### src/rtl/alu_ctrl_seq.sv
// alu_ctrl_seq: RV32I/RV32M EX-stage ALU decode plus a fixed-latency multiply/divide stall sequencer.
module alu_ctrl_seq #(
  parameter int CTRL_W  = 4,
  parameter int MUL_LAT = 2,
  parameter int DIV_LAT = 32,
  parameter int M_EXT   = 1
) (
  input  logic              clk,
  input  logic              rst,
  input  logic              valid_in,
  input  logic              flush,
  input  logic [1:0]        alu_op,
  input  logic [2:0]        func3,
  input  logic [6:0]        func7,
  output logic [CTRL_W-1:0] alu_ctrl,
  output logic              illegal,
  output logic              md_start,
  output logic [2:0]        md_op,
  output logic              stall,
  output logic              md_done
);
  localparam int MAX_LAT = (MUL_LAT > DIV_LAT) ? MUL_LAT : DIV_LAT;
  localparam int CW = (MAX_LAT > 2) ? $clog2(MAX_LAT) : 1;
  localparam logic [3:0] ADD = 4'd0, SUB = 4'd1, AND = 4'd2, OR = 4'd3, SLT = 4'd4,
                         SLTU = 4'd5, XOR = 4'd6, SLL = 4'd7, SRL = 4'd8, SRA = 4'd9;
  typedef enum logic [1:0] {IDLE, BUSY, DONE} state_t;
  state_t        r_state;
  logic [CW-1:0] r_cnt;
  logic [2:0]    r_md_op;
  logic [3:0]    w_base, w_code;
  logic          w_legal, w_is_m, w_accept, w_run;
  always_comb begin
    case (func3)
      3'd0:    w_base = ADD;
      3'd1:    w_base = SLL;
      3'd2:    w_base = SLT;
      3'd3:    w_base = SLTU;
      3'd4:    w_base = XOR;
      3'd5:    w_base = SRL;
      3'd6:    w_base = OR;
      default: w_base = AND;
    endcase
  end
  // func7 only matters for R-type and for the immediate shift encodings
  always_comb begin
    w_code  = w_base;
    w_legal = 1'b1;
    w_is_m  = 1'b0;
    case (alu_op)
      2'b00: w_code = ADD;
      2'b01: w_code = SUB;
      2'b10:
        if (func7 == 7'h20 && (func3 == 3'd0 || func3 == 3'd5)) w_code = func3[2] ? SRA : SUB;
        else if (func7 == 7'h01 && M_EXT != 0) begin
          w_code = ADD;
          w_is_m = 1'b1;
        end
        else if (func7 != 7'h00) w_legal = 1'b0;
      default:
        if (func3 == 3'd5 && func7 == 7'h20) w_code = SRA;
        else if ((func3 == 3'd1 || func3 == 3'd5) && func7 != 7'h00) w_legal = 1'b0;
    endcase
    if (!w_legal) w_code = ADD;
  end
  assign alu_ctrl = CTRL_W'(w_code);
  assign illegal  = valid_in && !w_legal;
  assign w_accept = valid_in && w_is_m;
  assign w_run    = !rst && !flush;
  assign md_start = w_run && r_state == IDLE && w_accept;
  assign stall    = md_start || (w_run && r_state == BUSY);
  assign md_done  = w_run && r_state == DONE;
  assign md_op    = r_md_op;
  always_ff @(posedge clk) begin
    if (rst) begin
      r_state <= IDLE;
      r_cnt   <= '0;
      r_md_op <= '0;
    end else if (flush) begin
      r_state <= IDLE;
      r_cnt   <= '0;
    end else begin
      case (r_state)
        IDLE:
          if (w_accept) begin
            r_state <= BUSY;
            r_md_op <= func3;
            r_cnt   <= func3[2] ? CW'(DIV_LAT - 1) : CW'(MUL_LAT - 1);
          end
        BUSY:
          if (r_cnt == '0) r_state <= DONE;
          else r_cnt <= r_cnt - 1'b1;
        default: r_state <= IDLE;
      endcase
    end
  end
endmodule

### config.mk
export PLATFORM = sky130hd
export DESIGN_NAME = alu_ctrl_seq
export DESIGN_NICKNAME = d
export VERILOG_FILES = /design/src/rtl/alu_ctrl_seq.sv
export SDC_FILE = /design/constraint.sdc
export NUM_CORES = 1
export LEC_CHECK = 0
export ABC_AREA = 1
export CORE_ASPECT_RATIO = 1.25
export CORE_UTILIZATION = 49
export CTS_CLUSTER_DIAMETER = 50
export DETAILED_ROUTE_END_ITERATION = 16
export PLACE_DENSITY = 0.92
export SLEW_MARGIN = 10
export SYNTH_ARGS = -nofsm -noshare
export SYNTH_HDL_FRONTEND = slang
export SYNTH_SLANG_ARGS = --single-unit
### constraint.sdc
create_clock -name clk -period 2.5 [get_ports clk]
set_input_delay 0.5 -clock clk [delete_from_list [all_inputs] [get_ports clk]]
set_output_delay 0.5 -clock clk [all_outputs]
set_load 0.02 [all_outputs]
==> results.sh <==
export IMPL_p_int_uw=302
export IMPL_synth_compound_area_frac=0.0856
export IMPL_rr_worst_depth=9
export IMPL_ctsHoldBuffers=0
export IMPL_timing_max_cap_violations=0
export IMPL_worstMarginPinSlew_ns=0.360
export IMPL_gp_congestion=0.805
export IMPL_cts_tree="built"
export IMPL_fillers=110
export IMPL_cts_sinks=10
export IMPL_drive_gt1_frac=0.214
export IMPL_p_leak_nw=0.781
export IMPL_drc_errors=0
export IMPL_grt_total_usage=0.282
export IMPL_post_dp_hpwl_um=2040
export IMPL_die_area_um2=2000
export IMPL_grt_pass1_vias=1099
export IMPL_r2r_start="r_state[0]"
export IMPL_hold_violations=0
export IMPL_grt_ovfl_total=0
export IMPL_num_antenna_cells=0
export IMPL_synthXorXnorAreaFrac=0.0196
export IMPL_grtUsageMet3=0.0180
export IMPL_post_drt_wl_per_cell_um=12.0
export IMPL_status="complete, no violations"
export IMPL_crit_type="input port to output port"
export IMPL_htreeDepth=1
export IMPL_fin_area_um2=1350
export IMPL_clockPowerShare=0.352
export IMPL_yosys_area_top_type="dfxtp_1"
export IMPL_holdWs_ns=0.524
export IMPL_grt_max_degree=9
export IMPL_switchingPower_uw=117
export IMPL_clock_fmax_mhz=409
export IMPL_synth_avg_cell_area_um2=5.58
export IMPL_multi_input_area_um2=604
export IMPL_synth_cell_type_count=23
export IMPL_port_buffers=26
export IMPL_area_delta_synth_final_pct=51.2
export IMPL_hold_path_startpoint="r_cnt[1]"
export IMPL_hold_path_class="flip-flop to flip-flop"
export IMPL_seq_area_um2=200
export IMPL_skew_ns=0.000486
export IMPL_ys_ff_latch=10
export IMPL_core_area_um2=1640
export IMPL_pwr_share_seq=0.380
export IMPL_swShare=0.280
export IMPL_p_comb_frac=0.267
export IMPL_netlist_area_um2=892
export IMPL_min_path_cells=2
export IMPL_clock_root_buffer="clkbuf_4"
export IMPL_clk_latency_ns=0.27
export IMPL_drtPass1Iterations=4
export IMPL_startpoint_type="input port"
export IMPL_clk_pin_slew_ns=0.06
export IMPL_startpoint="func3[1]"
export IMPL_initial_core_util=0.543
export IMPL_worstPathArrival_ns=1.94
export IMPL_cts_buffer_depth=2
export IMPL_cts_buffers=3
export IMPL_synth_top_cell_area_share=0.224
export IMPL_period_needed_ns=2.44
export IMPL_nets=225
export IMPL_total_power_uw=419
export IMPL_vias=1165
export IMPL_antenna_found_initial=0
export IMPL_powerDensity_nw_per_um2=311
export IMPL_worstPathMaxFanout=5
export IMPL_top_usage_layer="met2"
export IMPL_synth_common_cells="nand2_1, nor2_1, inv_1"
export IMPL_synth_area_leaders="dfxtp_1, nand2_1, nor2_1"
export IMPL_synth_nets=178
export IMPL_ios=27
export IMPL_tns_ns=0
export IMPL_synthAdderAreaFrac=0.0281
export IMPL_seq_area_frac_synth=0.224
export IMPL_async_flop_share=0
export IMPL_first_iter_violations=41
export IMPL_synthSimpleGateAreaFrac=0.508
export IMPL_wl_um=2700
export IMPL_grt_pass1_wl_um=4060
export IMPL_dpl_cell_area_um2=1290
export IMPL_drtAntennaViolNets=0
export IMPL_synth_mux_area_frac=0
export IMPL_setup_viol=0
export IMPL_grt_use_met1=0.268
export IMPL_synthCells=160
export IMPL_ys_warnings_count=0
export IMPL_dieWidth_um=40.2
export IMPL_cp_required_ns=2.00
export IMPL_vias_per_cell=5.20
export IMPL_grt_met2_usage=0.543
export IMPL_ir_drop_uv=315
export IMPL_maxSlewHeadroom=0.759
export IMPL_endpoint_kind="output port"
export IMPL_yosysMostFrequentCell="nand2_1"
export IMPL_synth_top_family_by_area="simple AND/OR/NAND/NOR gates"
export IMPL_die_y_um=49.7
export IMPL_rows=16
export IMPL_synth_ff_type="dfxtp_1"
export IMPL_synth_edf_count=0
export IMPL_fin_crit_sh=0.977
export IMPL_drv_slew=0
final timing paths:
path | end | slack, ns
setup / recovery | illegal | 0.06
hold / removal | r_cnt[1] | 0.52
setup reg to reg | r_cnt[1] | 0.99
hold reg to reg | r_cnt[1] | 0.52
critical path, stage by stage:
cell,delay (ns)
clkdlybuf4s50_1,0.48
inv_1,0.08
nand3_2,0.09
inv_1,0.06
nand2_2,0.08
nand3b_1,0.15
a21oi_4,0.21
and2_4,0.16
buf_4,0.13
logic make-up after synthesis:
group,count (synthesis)
flip-flops,10
adder cells (fa/ha/maj),2
buffers and inverters,32
AND/OR/NAND/NOR,102
AO/OA/AOI/OAI,12
XOR/XNOR,2
state kept, by name (all words and copies together) (netlist names):
name     flops
r_cnt        5
md_op        3
r_state      2
through the flow:
| stage | std cells | setup slack, ns | utilization |
|---|---|---|---|
| 2_1_floorplan | 160 | 0.429 | - |
| 3_3_place_gp | 219 | -0.351 | 0.784 |
| 3_5_place_dp | 219 | -0.476 | 0.784 |
| 4_1_cts | 223 | 0.0131 | 0.797 |
| 5_1_grt | 224 | -0.0378 | 0.822 |
| 6_report | 224 | 0.0577 | 0.822 |
power by group through the flow:
stage | clock network (mW) | registers (mW) | logic [mW]
6_report | 0.147 | 0.159 | 0.112
5_1_grt | 0.158 | 0.159 | 0.123
4_1_cts | 0.151 | 0.159 | 0.107
3_5_place_dp | 0 | 0.163 | 0.109
3_3_place_gp | 0 | 0.163 | 0.105
2_1_floorplan | 0 | 0.163 | 0.0469
placed cells by master (no fill, tap or decap), types with 4 or more instances in the layout:
master           synthesis  layout
a21oi_1                  4       4
buf_4                    0      17
clkdlybuf4s50_1          0       9
o21ai_0                  5       4
buf_2                    0       5
inv_1                   31      31
nor2_1                  33      30
dfxtp_1                 10      10
nand3_1                 16      14
dlymetal6s2s_1           0       8
nand2_2                  1       4
nand2_1                 44      41
cell type report:
| cell class | instances | area share |
|---|---|---|
| sequential | 10 | 0.148 |
| tap | 18 | 0.0167 |
| multi-input combinational | 118 | 0.448 |
| clock buffer | 4 | 0.0269 |
| timing repair buffer | 42 | 0.271 |
| inverter | 32 | 0.0891 |
metal layers:
| metal | up-vias | part of all wire |
|---|---|---|
| met4 | 0 | 0.051 |
| met2 | 41 | 0.55 |
| li1 | 578 | - |
| met5 | - | 0 |
| met1 | 527 | 0.36 |
| met3 | 19 | 0.035 |
timing repair:
action | CTS | global route
buffers inserted | 0 | 1
pin swaps | 3 | 7
gates cloned | 0 | 0
gates resized for setup | 35 | 15
setup endpoints to repair | 8 | 7
Note: power is estimated with default switching activity, not from simulation.
